**src/rtl/shifter_pkg.sv**
```systemverilog
// Shared types and helpers for the pipelined barrel shifter.
// Left operations reuse the right-shift datapath by reversing the bit order.
package shifter_pkg;

    typedef enum logic [2:0] {
        SLL = 3'd0,
        SRL = 3'd1,
        SRA = 3'd2,
        ROL = 3'd3,
        ROR = 3'd4
    } shift_op_e;

    typedef enum logic [1:0] {
        FILL_ZERO = 2'd0,
        FILL_SIGN = 2'd1,
        FILL_ROT  = 2'd2
    } fill_mode_e;

    // Widest operand bit_reverse can handle.
    localparam int MAX_WIDTH = 256;

    // Reverses the low w bits of d. The full-width mirror lands the operand in
    // the top w bits, so a right shift brings it back to bit 0.
    function automatic logic [MAX_WIDTH-1:0] bit_reverse(input logic [MAX_WIDTH-1:0] d,
                                                         input int w);
        logic [MAX_WIDTH-1:0] r;
        for (int i = 0; i < MAX_WIDTH; i++) begin
            r[i] = d[MAX_WIDTH-1-i];
        end
        return r >> (MAX_WIDTH - w);
    endfunction

    function automatic logic is_left_op(input logic [2:0] op);
        return (op == SLL) || (op == ROL);
    endfunction

    function automatic logic is_legal_op(input logic [2:0] op);
        return op <= 3'(ROR);
    endfunction

    function automatic logic [1:0] fill_for_op(input logic [2:0] op);
        case (op)
            3'(SRA):          return FILL_SIGN;
            3'(ROL), 3'(ROR): return FILL_ROT;
            default:          return FILL_ZERO;
        endcase
    endfunction

endpackage

```
**src/rtl/shift_level.sv**
```systemverilog
// One combinational log-level of the shifter: optional right shift by DIST with
// zero, sign or rotate fill.
module shift_level
    import shifter_pkg::*;
#(
    parameter int WIDTH = 32,
    parameter int DIST  = 1
) (
    input  logic [WIDTH-1:0] data_in,
    input  logic             enable,
    input  logic [1:0]       fill_mode,
    input  logic             sign,
    output logic [WIDTH-1:0] data_out
);

    logic [DIST-1:0] fill;

    always_comb begin
        case (fill_mode)
            FILL_ROT:  fill = data_in[DIST-1:0];
            FILL_SIGN: fill = {DIST{sign}};
            default:   fill = '0;
        endcase
        data_out = enable ? {fill, data_in[WIDTH-1:DIST]} : data_in;
    end

endmodule

```
**src/rtl/pipelined_barrel_shifter.sv**
```systemverilog
// Pipelined SLL/SRL/SRA/ROL/ROR unit with valid/ready handshake, flush and a
// sideband tag. The whole pipe advances together whenever the output can move.
module pipelined_barrel_shifter
    import shifter_pkg::*;
#(
    parameter int WIDTH       = 32,
    parameter int LVL_PER_STG = 1,
    parameter int TAG_W       = 5
) (
    input  logic                     i_clk,
    input  logic                     i_rst_n,
    input  logic                     i_flush,
    input  logic                     i_valid,
    output logic                     o_ready,
    input  logic [2:0]               i_op,
    input  logic [WIDTH-1:0]         i_data,
    input  logic [$clog2(WIDTH)-1:0] i_amt,
    input  logic [TAG_W-1:0]         i_tag,
    output logic                     o_valid,
    input  logic                     i_ready,
    output logic [WIDTH-1:0]         o_data,
    output logic [TAG_W-1:0]         o_tag
);

    localparam int SHW     = $clog2(WIDTH);
    localparam int LEVELS  = SHW;
    localparam int LATENCY = (LEVELS + LVL_PER_STG - 1) / LVL_PER_STG;

    logic             adv;
    logic [WIDTH-1:0] entry_data;
    logic [SHW-1:0]   entry_amt;
    logic             entry_sign;

    assign adv     = !o_valid || i_ready;
    assign o_ready = adv;

    // Illegal encodings run with a zero amount so the operand passes through.
    always_comb begin
        entry_data = is_left_op(i_op) ? WIDTH'(bit_reverse(MAX_WIDTH'(i_data), WIDTH)) : i_data;
        entry_amt  = is_legal_op(i_op) ? i_amt : '0;
        entry_sign = i_data[WIDTH-1];
    end

    genvar gi;
    generate
        for (gi = 0; gi < LATENCY; gi++) begin : g_stage
            localparam int END_LVL  = ((gi + 1) * LVL_PER_STG < LEVELS) ? (gi + 1) * LVL_PER_STG : LEVELS;
            localparam int LAST_LVL = END_LVL - 1;

            logic             stg_valid;
            logic [WIDTH-1:0] stg_data;
            logic [SHW-1:0]   stg_amt;
            logic [2:0]       stg_op;
            logic             stg_sign;
            logic [TAG_W-1:0] stg_tag;
            logic [1:0]       stg_fill;

            logic             valid_reg;
            logic [WIDTH-1:0] data_reg;
            logic [2:0]       op_reg;
            logic [TAG_W-1:0] tag_reg;

            if (gi == 0) begin : g_src
                assign stg_valid = i_valid;
                assign stg_data  = entry_data;
                assign stg_amt   = entry_amt;
                assign stg_op    = i_op;
                assign stg_sign  = entry_sign;
                assign stg_tag   = i_tag;
            end else begin : g_src
                assign stg_valid = g_stage[gi-1].valid_reg;
                assign stg_data  = g_stage[gi-1].data_reg;
                assign stg_amt   = g_stage[gi-1].g_fwd.amt_reg;
                assign stg_op    = g_stage[gi-1].op_reg;
                assign stg_sign  = g_stage[gi-1].g_fwd.sign_reg;
                assign stg_tag   = g_stage[gi-1].tag_reg;
            end

            assign stg_fill = fill_for_op(stg_op);

            always_ff @(posedge i_clk) begin
                if (!i_rst_n) begin
                    valid_reg <= 1'b0;
                    data_reg  <= '0;
                    op_reg    <= '0;
                    tag_reg   <= '0;
                end else if (i_flush) begin
                    valid_reg <= 1'b0;
                end else if (adv) begin
                    valid_reg <= stg_valid;
                    data_reg  <= g_level[LAST_LVL].lvl_out;
                    op_reg    <= stg_op;
                    tag_reg   <= stg_tag;
                end
            end

            // Amount and sign are only needed by stages that still have levels to run.
            if (gi < LATENCY - 1) begin : g_fwd
                logic [SHW-1:0] amt_reg;
                logic           sign_reg;

                always_ff @(posedge i_clk) begin
                    if (!i_rst_n) begin
                        amt_reg  <= '0;
                        sign_reg <= 1'b0;
                    end else if (!i_flush && adv) begin
                        amt_reg  <= stg_amt;
                        sign_reg <= stg_sign;
                    end
                end
            end
        end

        for (gi = 0; gi < LEVELS; gi++) begin : g_level
            localparam int STG = gi / LVL_PER_STG;

            logic [WIDTH-1:0] lvl_in;
            logic [WIDTH-1:0] lvl_out;

            if (gi % LVL_PER_STG == 0) begin : g_in
                assign lvl_in = g_stage[STG].stg_data;
            end else begin : g_in
                assign lvl_in = g_level[gi-1].lvl_out;
            end

            shift_level #(
                .WIDTH (WIDTH),
                .DIST  (1 << gi)
            ) u_level (
                .data_in   (lvl_in),
                .enable    (g_stage[STG].stg_amt[gi]),
                .fill_mode (g_stage[STG].stg_fill),
                .sign      (g_stage[STG].stg_sign),
                .data_out  (lvl_out)
            );
        end
    endgenerate

    assign o_valid = g_stage[LATENCY-1].valid_reg;
    assign o_tag   = g_stage[LATENCY-1].tag_reg;
    assign o_data  = is_left_op(g_stage[LATENCY-1].op_reg)
                   ? WIDTH'(bit_reverse(MAX_WIDTH'(g_stage[LATENCY-1].data_reg), WIDTH))
                   : g_stage[LATENCY-1].data_reg;

endmodule

```
**config.mk**
```make
export PLATFORM = sky130hd
export DESIGN_NAME = pipelined_barrel_shifter
export DESIGN_NICKNAME = d
export VERILOG_FILES = /design/src/rtl/shifter_pkg.sv /design/src/rtl/shift_level.sv /design/src/rtl/pipelined_barrel_shifter.sv
export SDC_FILE = /design/constraint.sdc
export NUM_CORES = 1
export LEC_CHECK = 0
export BUFFER_PORTS_ARGS = -buffer_cell sky130_fd_sc_hd__clkbuf_2
export CORE_MARGIN = 3
export CORE_UTILIZATION = 55
export DETAILED_ROUTE_END_ITERATION = 10
export GPL_TIMING_DRIVEN = 0
export PLACE_DENSITY = 0.75
export SYNTH_ARGS = -nofsm -noshare
export SYNTH_HDL_FRONTEND = slang
export SYNTH_SLANG_ARGS = --single-unit
```
**constraint.sdc**
```tcl
create_clock -name i_clk -period 6.2 [get_ports i_clk]
set_input_delay 1.86 -clock i_clk [delete_from_list [all_inputs] [get_ports i_clk]]
set_output_delay 1.86 -clock i_clk [all_outputs]
set_load 0.01 [all_outputs]
```
; ---- Word level (Yosys, flattened, before mapping)
; Index checks and enable logic that the tools add are counted.
[totals]
out_inout_bits = 39
elab_cells = 90
register_bits = 229
[classes]
bitwise = 2
mux = 18
reduce_logical = 15
eq_ne = 26
order_cmp = 1
[op_table]
columns = cell, count
row1 = $mux 32, 7
row2 = $eq 3x2->1 const B, 11
row3 = $pmux 16 s2, 1
row4 = $pmux 2 s2, 6
row5 = $pmux 8 s2, 1
row6 = $eq 3x3->1 const B, 5
row7 = $reduce_or 2->1, 6
row8 = $eq 2x1->1 const B, 5
row9 = $eq 2x2->1 const B, 5
row10 = $pmux 4 s2, 1
row11 = $logic_not 3->1, 2
row12 = $mux 5, 1
row13 = $le 3x3->1 const B, 1
row14 = $logic_or 1x1->1, 3
row15 = $logic_not 1->1, 2
row16 = $not 1->1, 2
row17 = $pmux 1 s2, 1
row18 = $reduce_and 2->1, 1
row19 = $logic_and 1x1->1, 1

; ---- Depth between registers and ports, before layout
[depth]
word_depth = 6
ltp_mapped = 10
mapped_depth_nobuf = 8

; ---- Modules after synthesis
; From an unflattened synthesis, not the netlist that was laid out.
[unflattened]
cells_unflattened = 1377
hier_area_um2 = 12246.7
[modules_own_cells]
columns = module, seq_area_each_um2, area_per_inst_um2, n_inst, cells_each
row1 = pipelined_barrel_shifter, 4384.2, 9176.3, 1, 1098
row2 = shift_level at g_level[4].u_level, 0.0, 719.4, 1, 81
row3 = shift_level at g_level[3].u_level, 0.0, 593.1, 1, 61
row4 = shift_level at g_level[1].u_level, 0.0, 588.1, 1, 45
row5 = shift_level at g_level[0].u_level, 0.0, 585.6, 1, 43
row6 = shift_level at g_level[2].u_level, 0.0, 584.3, 1, 49

; ---- Worst setup path after synthesis
; Ideal clock, no wire load.
[synth_path]
kind = input to output
startpoint = in i_ready
endpoint = out o_ready
setup_slack_ns = 2.131
arrival_time_ns = 2.209
path_stages = 3
required_time_ns = 4.340
cell_sequence = nor2b_1 -> buf_4 -> inv_1
[synth_via]
elab_chain_len = 1
[synth_rtl]
columns = element, line_no
row1 = start: declaration, pipelined_barrel_shifter.sv:20  ; input logic i_ready,
row2 = $logic_or 1x1->1, pipelined_barrel_shifter.sv:34  ; assign adv = !o_valid || i_ready;
row3 = end: declaration, pipelined_barrel_shifter.sv:14  ; output logic o_ready,
; Every way passes these cells.

; ---- Worst setup path after layout
; Ends and elaborated chain as after synthesis.

==> results.md <==
* Root Buffer: clkbuf_16
* Total Nets Final at 1636
* GRT Total Usage at 28.6%
* Initial antenna violation count at 0
* Ys Warns at 0
* Most used routing layer: met2
* Synth Cell Area at 0.0126 mm2
* Vias in the first global route at 11000
* Crit path cell chain: clkbuf_2, nor2b_1, buf_4, inv_1, clkbuf_2
* Most frequent cells after synthesis: nand2_1 (245), dfxtp_1 (219), o211a_1 (128)
* Chip width at 157 um
* Die ar. at 0.0247 mm2
* Vias/cell at 6.31
* Worst skew pair latency at 520 ps
* Register area at 0.00438 mm2
* Post-synthesis register bit count at 219
* Congestion Overflow GR at 0
* DRT Pass-1 Iters at 6
* Multi-input logic area at 0.00730 mm2
* Area leader, netlist: dfxtp_1
* Setup TNS at 0 ps
* Hold buffers post-CTS at 0
* DRC violations left at 0
* Status: finished, final reports clean
* CTS tree: done
* CTS sink cnt at 219
* Setup violations, final at 0
* Switching power at 0.000960 W
* Pleak at 6.51 nW
* Vias at 11800
* Share of cells above drive strength 1 at 17.1%
* Cell with the most instances after synthesis: nand2_1
* Fill cell count at 1872
* Skew final at 29.9 ps
* Actual transition at the worst max-transition pin at 723 ps
* Max-cap violations at 0
* Hold slack at 454 ps
* Period utilisation layout at 70.6%
* Unique masters post-synth at 46
* Met2 usage at 45.0%
* GP Congestion at 0.974
* Iteration-0 DRC Markers at 1330
* Routed WL at 36700 um
* RSZ-0062 raised after global routing: false
* Met1 Usage GRT at 41.0%
* H-tree levels at 1
* Post-CTS Setup Inserts at 0
* Post-Syn Instances at 1466
* Final antenna diode count at 0
* Clk network pwr share at 43.3%
* Register area share after synthesis at 34.9%
* Post-CTS sizing at 0
* CTS Buffer Depth at 3
* First-pass GRT wire length at 57900 um
* Switching Fraction at 26.0%
* Number of CTS-inserted buffers at 24
* Post-synth EDFFs at 0
* Area fraction of the dominant cell type after synthesis at 34.9%
* Internal power at 0.00273 W
* WP data required at 4340 ps
* PortBufs at 84
* Mapped Nets at 1526
* Sequential share of power at 42.4%
* Setup slack at placement at 1840 ps
* Synth Flop Type: dfxtp_1
* FFs w/ async S/R, synth at 0%
* CP startpoint kind: primary input
* Crit path DAT at 2510 ps
* Worst Path Max Fanout at 9
* Largest net degree at the start of global routing at 15
* WL/cell at 19.6 um
* Core footprint at 0.0222 mm2
* VDD IR max at 0.000279 V
* Detail Placement HPWL at 27300 um
* Slowest stage delay, CP at 200 ps
* Top cell by count, worst path: clkbuf_2
* CP endpoint kind: output pin
* Gate power share at 14.4%
* Max frequency at 229 MHz
* Syn-to-layout area delta at 13.4%
* Worst Hold Class: reg -> reg
* Initial Utilization at 56.7%
* Rel. slew slack at 51.8%
* Worst setup path category: in -> out
* Slew Limit Fails at 0
* Final Hold Vio Count at 0
* Post-route ant nets at 0
* Slowest CP cell: buf_4
* Die height at 157 um
* Largest cells by area after synthesis: dfxtp_1 (35%), o211a_1 (10%), mux2i_1 (8.0%)
* Max reg flops at 128
* Worst setup margin at 1830 ps
* Io pins at 89
* PD cells at 260 mW/mm2
* Met3 usage at 4.51%
* Tmin final at 4370 ps
* Clock slew at reported path FFs at 50 ps
* Rows at 54
* Post-synthesis average cell area at 8.57 um2
## power by group through the flow
stage               Clock (W)  Sequential, W  Combinational [W]
floorplan                   0        0.00156           0.000371
global route          0.00167        0.00157           0.000583
global placement            0        0.00159           0.000507
detailed placement          0        0.00159           0.000520
CTS                   0.00161        0.00156           0.000523
finish                0.00160        0.00157           0.000531
## layout make-up
| cell class | count | area share [%] |
|---|---|---|
| buffer | 156 | 4.96 |
| clock buffer | 32 | 4.78 |
| clock inverter | 12 | 1.60 |
| inverter | 44 | 1.16 |
| multi-input combinational | 1047 | 51.3 |
| sequential | 219 | 30.8 |
| tap | 280 | 2.46 |
| timing repair buffer | 84 | 2.95 |
## per-layer routing
| layer | vias to the layer above | share of wire [%] |
|---|---|---|
| met5 | - | 0 |
| met4 | 0 | 2.3 |
| met3 | 69 | 8.6 |
| met2 | 561 | 44 |
| met1 | 5681 | 45 |
| li1 | 5516 | - |
## worst paths after layout
path                                                 to  depth (start not counted)                  from  slack, ps
worst max-delay path                            o_ready                          5               i_ready       1830
worst min-delay path               g_stage[2].valid_reg                          2  g_stage[2].valid_reg        450
worst max register to register  g_stage[4].data_reg[30]                          8  g_stage[3].op_reg[0]       3830
worst min register to register     g_stage[2].valid_reg                          2  g_stage[2].valid_reg        450
## critical path, delay by kind of cell
kind | cells | cell delay [ps]
and+or+nand+nor | 1 | 90
buffers and inverters | 4 | 560
## cells by family after synthesis
| group | count (synthesis) | synth area share, % |
|---|---|---|
| xor gates and xnor gates | 3 | 0.329 |
| AOI/OAI and AO/OA | 447 | 27.9 |
| adders and majority gates | 10 | 0.996 |
| muxes | 162 | 13.5 |
| and+or+nand+nor | 425 | 15.4 |
| DFF | 219 | 34.9 |
| buffers and inverters | 200 | 6.93 |
## metrics by stage
stage / utilization [%] / total power [W] / area, um2 / instances
finish: 64.2 / 0.00370 / 14200 / 1874
global route: 64.2 / 0.00383 / 14200 / 1874
CTS: 64.2 / 0.00370 / 14200 / 1874
detailed placement: 60.1 / 0.00211 / 13300 / 1830
global placement: 60.1 / 0.00210 / 13300 / 1830
floorplan: - / 0.00193 / 12600 / 1466
## placed cells by master (no fill, tap or decap), types with 9 or more instances in the layout
cell type and count:
a21boi_0 51, a21o_1 28, a21oi_1 37, a221oi_1 27, a22oi_1 34, buf_1 9
buf_2 74, clkbuf_1 68, clkbuf_16 24, clkbuf_2 85, dfxtp_1 219, ha_1 10
inv_1 44, mux2_2 62, mux2i_1 100, nand2_1 245, nand2b_1 38, nand3_1 26
nor2_1 39, nor2b_1 9, nor3_1 29, nor3b_1 31, o211a_1 128, o21ai_0 64
o221ai_1 31, o31ai_1 28
(Power assumes the default switching activity.)
